## src/rtl/serial_subtractor_8bit.sv

```systemverilog
// rtl/serial_subtractor_8bit.sv - bit-serial a - b - bin subtractor, LSB first (optional SUB_OVERFLOW_EN adds ovf)
module serial_subtractor_8bit #(
  parameter int WIDTH = 8
) (
  input  logic             clk,
  input  logic             rst,
  input  logic             start,
  input  logic [WIDTH-1:0] a,
  input  logic [WIDTH-1:0] b,
  input  logic             bin,
  output logic [WIDTH-1:0] diff,
  output logic             bout,
  output logic             busy,
  output logic             done
`ifdef SUB_OVERFLOW_EN
  ,
  output logic             ovf
`endif
);

  localparam int CW = (WIDTH > 1) ? $clog2(WIDTH) : 1;
  localparam logic [CW-1:0] LAST = CW'(WIDTH - 1);

  localparam logic [1:0] IDLE  = 2'd0;
  localparam logic [1:0] SHIFT = 2'd1;
  localparam logic [1:0] DONE  = 2'd2;

  logic [1:0]       state;
  logic [WIDTH-1:0] a_sh;
  logic [WIDTH-1:0] b_sh;
  logic [WIDTH-1:0] res_sh;
  logic             br;
  logic [CW-1:0]    cnt;

  logic             ai;
  logic             bi;
  logic             d;
  logic             br_next;
  logic [WIDTH-1:0] res_next;
  logic             last;

  // One full-subtractor cell; on the last bit ai/bi are the operand MSBs.
  always_comb begin
    ai       = a_sh[0];
    bi       = b_sh[0];
    d        = ai ^ bi ^ br;
    br_next  = (~ai & bi) | (~(ai ^ bi) & br);
    res_next = {d, res_sh[WIDTH-1:1]};
    last     = (cnt == LAST);
  end

  // Control FSM plus operand/result shift registers; outputs load only on the last bit.
  always_ff @(posedge clk) begin
    if (rst) begin
      state  <= IDLE;
      a_sh   <= '0;
      b_sh   <= '0;
      res_sh <= '0;
      br     <= 1'b0;
      cnt    <= '0;
      diff   <= '0;
      bout   <= 1'b0;
      busy   <= 1'b0;
      done   <= 1'b0;
`ifdef SUB_OVERFLOW_EN
      ovf    <= 1'b0;
`endif
    end else begin
      case (state)
        IDLE, DONE: begin
          done <= 1'b0;
          if (start) begin
            a_sh   <= a;
            b_sh   <= b;
            br     <= bin;
            res_sh <= '0;
            cnt    <= '0;
            busy   <= 1'b1;
            state  <= SHIFT;
          end else begin
            state  <= IDLE;
          end
        end
        SHIFT: begin
          a_sh   <= a_sh >> 1;
          b_sh   <= b_sh >> 1;
          br     <= br_next;
          res_sh <= res_next;
          cnt    <= cnt + 1'b1;
          if (last) begin
            diff  <= res_next;
            bout  <= br_next;
            busy  <= 1'b0;
            done  <= 1'b1;
            state <= DONE;
`ifdef SUB_OVERFLOW_EN
            ovf   <= (ai != bi) && (d != ai);
`endif
          end
        end
        default: state <= IDLE;
      endcase
    end
  end

endmodule

```

## config.mk

```make
export PLATFORM = sky130hd
export DESIGN_NAME = serial_subtractor_8bit
export DESIGN_NICKNAME = d
export VERILOG_FILES = /design/src/rtl/serial_subtractor_8bit.sv
export SDC_FILE = /design/constraint.sdc
export NUM_CORES = 1
export LEC_CHECK = 0
export ABC_AREA = 1
export BUFFER_PORTS_ARGS = -buffer_cell sky130_fd_sc_hd__buf_2
export CAP_MARGIN = 20
export CORE_MARGIN = 3
export CORE_UTILIZATION = 58
export DETAILED_ROUTE_END_ITERATION = 8
export PLACE_DENSITY = 0.83
export SYNTH_ARGS = -nofsm -noshare
export SYNTH_HDL_FRONTEND = slang
export SYNTH_SLANG_ARGS = --single-unit
export TNS_END_PERCENT = 10
```

## constraint.sdc

```tcl
create_clock -name clk -period 2.7 [get_ports clk]
set_input_delay 0.135 -clock clk [delete_from_list [all_inputs] [get_ports clk]]
set_output_delay 0.135 -clock clk [all_outputs]
set_load 0.1 [all_outputs]
```

==> results of run 1 <==
-- per-stage QoR --
stage | utilization | cells | setup slack (ns)
after global routing | 0.680 | 285 | 0.934
after detailed placement | 0.653 | 276 | 1.16
after CTS | 0.680 | 285 | 1.12
after floorplan | - | 227 | 1.47
after global placement | 0.653 | 276 | 1.21
final | 0.680 | 285 | 1.10
-- sequential cells by signal, indices dropped and copies added, names as in the netlist --
register and count:
b_sh 8, busy 1, bout 1, a_sh 8, cnt 3, diff 8, br 1, state 2
done 1, res_sh 7
-- kinds of logic after synthesis --
kind of cell    share of synthesized area
buf+inv                             0.100
fa+ha+maj                          0.0264
compound gates                     0.0498
simple gates                        0.355
flops                               0.469
-- worst max-delay path: stages (launching register included) --
cell and delay [ns]:
dfxtp_1 0.42, inv_2 0.08, nand2_2 0.56, nand2_1 0.20
nor2_1 0.14, nor2_1 0.06, nor2_1 0.08
-- cells in the final DEF (no fill, tap or decap), drive strengths merged --
cell	Yosys	layout
ha	2	2
o21ai	2	2
buf	11	31
fa	1	1
dfxtp	40	40
dlygate4sd3	0	1
clkinv	1	1
nand2	48	48
clkbuf	2	6
nor3	14	14
nor2	18	18
clkinvlp	0	2
inv	21	21
a21oi	15	15
nand3b	1	1
nand3	51	51
-- final timing paths --
| check | cells past startpoint | from | slack (ns) | end |
|---|---|---|---|---|
| worst max-delay path | 6 | state[0] | 1.10 | br |
| worst min register to register | 2 | busy | 0.47 | busy |
| worst min-delay path | 3 | b[1] | 0.02 | b_sh[1] |
| worst max register to register | 6 | state[0] | 1.10 | br |
-- power by group through the flow --
stage                     registers, W  clock network [W]  logic [W]
after floorplan               0.000655                  0   0.000133
after global placement        0.000648                  0   0.000165
after detailed placement      0.000649                  0   0.000169
after CTS                     0.000636           0.000337   0.000171
after global routing          0.000640           0.000364   0.000196
final                         0.000636           0.000329   0.000171
-- routing by layer --
metal,routed length (um),global-route usage,share of wire
met1,1580,0.274,0.47
met2,1560,0.313,0.46
met3,167,0.0454,0.050
met4,58,0.114,0.017
met5,0,0,0
-- layout make-up --
| cell class | instances | area [sq um] |
|---|---|---|
| flip-flops and latches | 40 | 801 |
| inverters | 22 | 82.6 |
| fillers | 263 | 890 |
| clock inverters | 2 | 15.0 |
| well taps | 31 | 38.8 |
| clock buffers | 6 | 51.3 |
| repair buffers | 32 | 168 |
| multi-input cells | 152 | 736 |
==> impl_metrics.csv, run 1 <==
group,metric,value,unit
layout,antenna_cells,0,
critical_path,crit_required,2.99,ns
timing,setup_viol,0,
critical_path,crit_path_max_fanout,43,
timing,timing.hold.ws,0.0174,ns
yosys,yosysSeqAreaShare,0.469,
min_path,worst_hold_path_type,"in2reg",
status,status,"completed",
global_route,grt_max_degree,44,
clocking,cts-buffers-inserted,5,
route,route.antenna.remaining_nets,0,
route,drc,0,
critical_path,cp.arrival,1.89,ns
yosys,synthTopCellsByCount,"nand3_1, nand2_1, dfxtp_1",
timing,finClkSkew,0.0118,ns
global_route,grt_usage,0.208,
power_and_ir_drop,power_frac_seq,0.560,
route,wl,3.36,mm
route,routed_via_density,5.21,
floorplan,rows,19,
clocking,clock_latency,0.35,ns
route,drtPass1Iterations,4,
power_and_ir_drop,finalPower,0.00114,W
floorplan,die_h,60.3,um
yosys,synth_area_leaders,"dfxtp_1, nand3_1, nand2_1",
clocking,cts-htree-levels,2,
global_route,grt_pass1_wl,5.66,mm
power_and_ir_drop,power.leakage,0.876,nW
route,post_drt_wl_per_cell,11.8,um
clocking,cts-root-buf,"clkbuf_4",
layout,design_area,1890,sq um
layout,drive_gt1_frac,0.181,
route,drt_iter0_drc,63,
yosys,netlist_instances,227,
timing,setup_tns,0,ns
timing,tightestPinTransition,0.742,ns
layout,nets,276,
timing,hold_violations,0,
yosys,yosysTopAreaCell,"dfxtp_1",
clocking,cts_setup_buffers,0,
clocking,clkTransAtPathRegs,0.12,ns
power_and_ir_drop,internal-power,0.000808,W
clocking,cts_tree,"yes",
timing,max_freq,625,MHz
yosys,async_flop_share,0,
power_and_ir_drop,swShare,0.289,
placed_design,dpl_cell_area,1820,sq um
timing,rsz0062_at_grt,"false",
critical_path,setup.worst_path.start_class,"register",
floorplan,pin_count,31,
job,drv_cap,0,
placed_design,hpwl,2.18,mm
yosys,synth_area,1710,sq um
clocking,cts_buffer_depth,2,
timing,slew_violations,0,
clocking,cts_resized,0,
power_and_ir_drop,power_frac_comb,0.151,
yosys,synth-seq-cells,40,
clocking,cts_hold_buf,1,
power_and_ir_drop,vdd_drop_max,0.000502,V
global_route,grt_overflow_total,0,
placed_design,gp_congestion,0.796,
yosys,ys_types,22,
power_and_ir_drop,clkPwrFrac,0.290,
yosys,synthesis.nets,250,
timing,finalCriticalPeriod,1.60,ns
placed_design,io_buffer_count,30,
floorplan,initial_core_util,0.614,
critical_path,end_kind,"register",
global_route,antenna_found_initial,0,
yosys,yosys_warnings,0,
floorplan,fp.dieW,60.3,um
critical_path,path_class,"reg2reg",
yosys,synth-main-ff-cell,"dfxtp_1",
timing,slew_headroom,0.504,
route,dr_total_vias,1486,
yosys,synth.most_common_cell,"nand3_1",
global_route,grt_pass1_vias,1358,
floorplan,dieArea,3630,sq um
yosys,synth_edf_count,0,
yosys,syn_avg_cell_area,7.52,sq um
clocking,cts.sinks,40,
timing,fin_crit_sh,0.593,
layout,area_growth,10.8,%
floorplan,coreArea,2780,sq um
power_and_ir_drop,powerDensity,600,nW/um^2
power_and_ir_drop,p_sw,0.000328,W
yosys,netlist.area_leader.share,0.469,
Power figures use the tool's default switching activity.
==> run 2, diff against run 1 <==
--- a/config.mk
+++ b/config.mk
@@ -9,9 +9,9 @@
 export BUFFER_PORTS_ARGS = -buffer_cell sky130_fd_sc_hd__buf_2
 export CAP_MARGIN = 20
 export CORE_MARGIN = 3
-export CORE_UTILIZATION = 58
+export CORE_UTILIZATION = 54
 export DETAILED_ROUTE_END_ITERATION = 8
-export PLACE_DENSITY = 0.83
+export PLACE_DENSITY = 0.78
 export SYNTH_ARGS = -nofsm -noshare
 export SYNTH_HDL_FRONTEND = slang
 export SYNTH_SLANG_ARGS = --single-unit
==> constraint.sdc (replaced) <==
create_clock -name clk -period 1.6 [get_ports clk]
set_input_delay 0.08 -clock clk [delete_from_list [all_inputs] [get_ports clk]]
set_output_delay 0.08 -clock clk [all_outputs]
set_load 0.1 [all_outputs]
==> run 2 against run 1 <==
  * Cell area increased by 14%
  * Utilization up 6.9 points
  * Sequential cell count is the same
  * Critical endpoint is now diff[2]
  * First-iteration DRC count is 33% higher
  * Wire length increased by 12%
  * Via count up 8.3%
  * Power grew 76%
  * Sequential share of layout area fell by 5.2 points
  * Highest routed layer unchanged
  * Final cell count increased by 11%
  * Setup slack worse by 0.88 ns
==> impl_metrics.csv, run 2 (synthesized netlist as in run 1, its figures left out) <==
group,metric,value,unit
min_path,worst_hold_path_type,"in2reg",
power_and_ir_drop,powerDensity,929,nW/um^2
timing,hold_violations,0,
clocking,clkTransAtPathRegs,0.11,ns
global_route,grt_pass1_vias,1448,
placed_design,dp.cells,295,
clocking,cts_hold_buf,15,
global_route,grt_usage,0.209,
global_route,grt_overflow_total,0,
clocking,cts-htree-levels,2,
timing,slew_violations,0,
clocking,cts.sinks,40,
layout,antenna_cells,0,
route,dr_total_vias,1609,
global_route,grt_pass1_wl,6.60,mm
critical_path,crit_required,1.85,ns
global_route,antenna_found_initial,0,
timing,setup_viol,0,
placed_design,hpwl,2.45,mm
layout,layout_commonest_cell,"nand3_1",
route,routed_via_density,5.08,
layout,fillers,241,
power_and_ir_drop,swShare,0.271,
power_and_ir_drop,power_frac_comb,0.183,
critical_path,path_class,"reg2reg",
layout,nets,298,
critical_path,timing.rr.start,"cnt[0]",
clocking,cts_buffer_depth,2,
clocking,cts_tree,"yes",
timing,rsz0062_at_grt,"false",
layout,reg_top3,"a_sh x8, b_sh x8, diff x8",
power_and_ir_drop,p_sw,0.000543,W
layout,finalNonFillerCells,317,
critical_path,crit_slowest_cell,"dfxtp_1",
placed_design,io_buffer_count,30,
critical_path,end_kind,"register",
critical_path,crit_family,"adder cells",
layout,design_area,2150,sq um
floorplan,fp.dieW,62.2,um
layout,layout_common_cells,"nand3_1, nand2_1, dfxtp_1, buf_2, inv_1",
clocking,cts-root-buf,"clkbuf_4",
min_path,hold_start,"a[7]",
power_and_ir_drop,power_frac_seq,0.535,
clocking,cts_resized,0,
floorplan,dieArea,3870,sq um
critical_path,crit_buf_inv,1,
power_and_ir_drop,clkPwrFrac,0.281,
clocking,clock_latency,0.34,ns
timing,max_freq,726,MHz
status,status,"completed",
floorplan,initial_core_util,0.594,
job,drv_cap,0,
layout,drive_gt1_frac,0.193,
timing,slew_headroom,0.675,
placed_design,gp_congestion,0.739,
clocking,cts-buffers-inserted,5,
route,route.antenna.remaining_nets,0,
power_and_ir_drop,vdd_drop_max,0.000673,V
critical_path,cp-startpoint,"cnt[0]",
clocking,cts_setup_buffers,0,
critical_path,critical_path.max_stage_delay,0.34,ns
critical_path,cp.arrival,1.63,ns
floorplan,coreArea,2880,sq um
floorplan,die_h,62.2,um
floorplan,rows,19,
layout,area_growth,26.2,%
timing,finalCriticalPeriod,1.38,ns
layout,multiInputGateArea,736,sq um
power_and_ir_drop,power.leakage,0.997,nW
route,post_drt_wl_per_cell,11.9,um
route,drt_iter0_drc,84,
route,drc,0,
floorplan,pin_count,31,
critical_path,crit_path_max_fanout,8,
route,drtPass1Iterations,4,
timing,tightestPinTransition,0.492,ns
timing,setup_tns,0,ns
layout,regArea,801,sq um
timing,fin_crit_sh,0.861,
placed_design,dpl_cell_area,1940,sq um
critical_path,setup.worst_path.start_class,"register",
layout,final_core_util,0.749,
power_and_ir_drop,internal-power,0.00146,W
global_route,grt_max_degree,19,
route,wl,3.77,mm
timing,finClkSkew,0.00194,ns
critical_path,crit_chain,"ha_1 > ha_1 > nand3_2 > clkinv_1 > nand2_1 > nand2_1",
==> run 2: cell count changes in the layout (fill, tap and decap cells not counted) <==
cell,delta
dlygate4sd3_1,+14
buf_12,+4
clkbuf_8,+1
buf_4,+4
clkinvlp_4,-2
==> run 2: final timing paths <==
check                                to  slack [ns]  depth (start not counted)
worst min register to register   cnt[0]        0.46                          1
worst min-delay path            a_sh[7]        0.02                          3
worst max register to register  diff[2]        0.22                          6
worst max-delay path            diff[2]        0.22                          6
==> run 2: metrics by stage <==
step / total power (W) / setup WS (ns) / hold slack (ns)
4_1_cts: 0.00201 / 0.206 / 0.0217
5_1_grt: 0.00211 / 0.0584 / 0.0403
6_report: 0.00200 / 0.222 / 0.0225
3_5_place_dp: 0.00143 / 0.221 / 0.316
3_3_place_gp: 0.00142 / 0.281 / 0.310
2_1_floorplan: 0.00133 / 0.367 / 0.149
==> run 2: power groups by stage <==
stage | combinational, W | clock [W] | sequential [W]
final | 0.000367 | 0.000563 | 0.00107
after global routing | 0.000408 | 0.000624 | 0.00108
after CTS | 0.000365 | 0.000569 | 0.00107
after detailed placement | 0.000334 | 0 | 0.00109
after global placement | 0.000332 | 0 | 0.00109
after floorplan | 0.000224 | 0 | 0.00111
==> run 2: area by class of cell <==
class                           count  share of cell area
Timing Repair Buffer               54               0.194
Clock buffer                        7              0.0302
Tap cell                           42              0.0244
Multi-Input combinational cell    152               0.341
Inverter                           22              0.0383
Sequential cell                    40               0.372
==> run 2: worst reg2reg max path, cell delays in order (launching register included) <==
cell and delay [ns]:
dfxtp_1 0.34, ha_1 0.20, ha_1 0.25, nand3_2 0.13, clkinv_1 0.20, nand2_1 0.11
nand2_1 0.05
==> run 2: per-layer routing <==
layer | vias to the layer above | GRT usage | routed length [um]
met4 | 0 | 0.0635 | 21
met2 | 47 | 0.320 | 1770
met1 | 727 | 0.288 | 1730
met3 | 4 | 0.0541 | 253
li1 | 831 | - | -
met5 | - | 0 | 0
==> run 3, diff against run 2 <==
--- a/config.mk
+++ b/config.mk
@@ -8,10 +8,14 @@
 export ABC_AREA = 1
 export BUFFER_PORTS_ARGS = -buffer_cell sky130_fd_sc_hd__buf_2
 export CAP_MARGIN = 20
+export CELL_PAD_IN_SITES_DETAIL_PLACEMENT = 1
+export CELL_PAD_IN_SITES_GLOBAL_PLACEMENT = 1
 export CORE_MARGIN = 3
-export CORE_UTILIZATION = 54
+export CORE_UTILIZATION = 39
 export DETAILED_ROUTE_END_ITERATION = 8
-export PLACE_DENSITY = 0.78
+export GPL_ROUTABILITY_DRIVEN = 0
+export PLACE_DENSITY_LB_ADDON = 0.1
+export SLEW_MARGIN = 5
 export SYNTH_ARGS = -nofsm -noshare
 export SYNTH_HDL_FRONTEND = slang
 export SYNTH_SLANG_ARGS = --single-unit
==> run 3 against run 2 <==
  * Die area grew 34%
  * Global-route usage shrank 4.1 points
  * Sequential cell count is the same
  * Non-clock buffer count shrank 17
  * First-iteration DRC count shrank 7.1%
  * Power grew 11%
  * Sequential share of layout area grew 2.3 points
  * Via count shrank 3.6%
  * Clock skew grew 0.0069 ns
  * Utilization shrank 26 points
  * Fmax shrank 1.8%
  * Critical path type unchanged
  * Largest cell class unchanged
==> impl_metrics.csv, run 3 (synthesized netlist as in run 1, its figures left out) <==
group,metric,value,unit
timing,slew_violations,0,
critical_path,cp.arrival,1.59,ns
floorplan,fp.dieW,72.2,um
timing,post-route-worst-setup-slack,0.196,ns
critical_path,crit_required,1.79,ns
floorplan,initial_core_util,0.415,
critical_path,end_kind,"register",
layout,drive_gt1_frac,0.197,
timing,hold_violations,0,
timing,max_freq,712,MHz
critical_path,crit_path_max_fanout,8,
route,drc,0,
min_path,worst_hold_path_type,"in2reg",
clocking,clock_latency,0.29,ns
power_and_ir_drop,power_frac_comb,0.149,
layout,reg_top3,"a_sh x8, b_sh x8, diff x8",
placed_design,dp.cells,301,
global_route,grt_pass1_vias,1433,
global_route,antenna_found_initial,0,
critical_path,path_class,"reg2reg",
status,status,"completed",
clocking,cts-htree-levels,2,
power_and_ir_drop,clkPwrFrac,0.367,
timing,finClkSkew,0.00886,ns
clocking,cts_setup_buffers,0,
route,post_drt_wl_per_cell,13.1,um
critical_path,critical_path.max_stage_delay,0.32,ns
route,wl,4.06,mm
placed_design,hpwl,2.76,mm
clocking,cts_tree,"yes",
power_and_ir_drop,powerDensity,1090,nW/um^2
placed_design,io_buffer_count,30,
clocking,cts-buffers-inserted,5,
power_and_ir_drop,power.leakage,0.940,nW
route,dr_total_vias,1551,
timing,tightestPinTransition,0.493,ns
timing,rsz0062_at_grt,"false",
clocking,clkTransAtPathRegs,0.08,ns
clocking,cts_buffer_depth,2,
clocking,cts_resized,0,
placed_design,pre_cts_slack,0.189,ns
route,routed_via_density,5.02,
critical_path,setup.worst_path.start_class,"register",
floorplan,coreArea,4120,sq um
layout,layout_common_cells,"nand3_1, nand2_1, dfxtp_1, buf_2, inv_1",
route,drt_iter0_drc,78,
critical_path,crit_slowest_cell,"dfxtp_1",
global_route,grt_max_degree,32,
timing,setup_tns,0,ns
floorplan,die_h,72.2,um
timing,finalCriticalPeriod,1.40,ns
layout,antenna_cells,0,
layout,fillers,537,
floorplan,rows,23,
layout,area_growth,18.8,%
global_route,grt_overflow_total,0,
layout,nets,281,
power_and_ir_drop,vdd_drop_max,0.000582,V
critical_path,crit_chain,"ha_1 > ha_1 > nand3_2 > clkinv_1 > nand2_1 > nand2_1",
global_route,grt_usage,0.167,
layout,finalNonFillerCells,309,
power_and_ir_drop,power_frac_seq,0.484,
clocking,cts.sinks,40,
power_and_ir_drop,p_sw,0.000576,W
floorplan,pin_count,31,
power_and_ir_drop,internal-power,0.00164,W
floorplan,dieArea,5210,sq um
timing,fin_crit_sh,0.878,
layout,layout_commonest_cell,"nand3_1",
power_and_ir_drop,swShare,0.260,
layout,final_core_util,0.493,
timing,slew_headroom,0.674,
layout,multiInputGateArea,736,sq um
layout,regArea,801,sq um
job,drv_cap,0,
timing,setup_viol,0,
route,route.antenna.remaining_nets,0,
clocking,cts-root-buf,"clkbuf_8",
route,drtPass1Iterations,4,
clocking,cts_hold_buf,0,
global_route,grt_pass1_wl,6.86,mm
run 3: cell count changes in the layout (fill, tap and decap cells not counted), sizes merged:
| cell | before | now |
|---|---|---|
| buf | 39 | 37 |
| clkinv | 1 | 2 |
| clkbuf | 7 | 6 |
| bufinv | 0 | 1 |
| dlygate4sd3 | 15 | 0 |
run 3: power groups by stage:
stage	Clock [W]	Combinational [W]	Sequential [W]
after floorplan	0	0.000224	0.00111
after global placement	0	0.000328	0.00109
after detailed placement	0	0.000330	0.00110
after CTS	0.000836	0.000333	0.00107
after global routing	0.000875	0.000378	0.00108
final	0.000813	0.000329	0.00107
run 3: final cells by class:
class	instances	share of cell area
flip-flops and latches	40	0.395
multi-input cells	152	0.363
repair buffers	37	0.118
inverters	22	0.0407
clock buffers	6	0.0358
well taps	50	0.0308
clock inverters	2	0.0173
run 3: final timing paths:
kind | slack, ns | from | to | cells after the start
setup / recovery | 0.20 | cnt[0] | diff[2] | 6
hold / removal | 0.02 | a[6] | a_sh[6] | 3
setup reg to reg | 0.20 | cnt[0] | diff[2] | 6
hold reg to reg | 0.46 | cnt[0] | cnt[0] | 1
run 3: worst max-delay path, delay by kind of cell, from the launching register on:
kind	cells	cell delay (ns)
buffers and inverters	1	0.21
AND/OR/NAND/NOR	3	0.31
adder cells (fa/ha/maj)	2	0.46
flip-flops	1	0.32
run 3: through the flow:
step | power, W | hold WS [ns] | instance area [sq um]
2_1_floorplan | 0.00133 | 0.149 | 1710
3_3_place_gp | 0.00142 | 0.308 | 1920
3_5_place_dp | 0.00143 | 0.317 | 1920
4_1_cts | 0.00224 | 0.0148 | 2030
5_1_grt | 0.00233 | 0.0272 | 2030
6_report | 0.00221 | 0.0183 | 2030
run 3: layer usage:
layer / global-route usage / wire length, um / vias up
li1: - / - / 796
met2: 0.244 / 1700 / 28
met4: 0.0501 / 53 / 0
met3: 0.0429 / 163 / 5
met1: 0.241 / 2140 / 722
met5: 0 / 0 / -
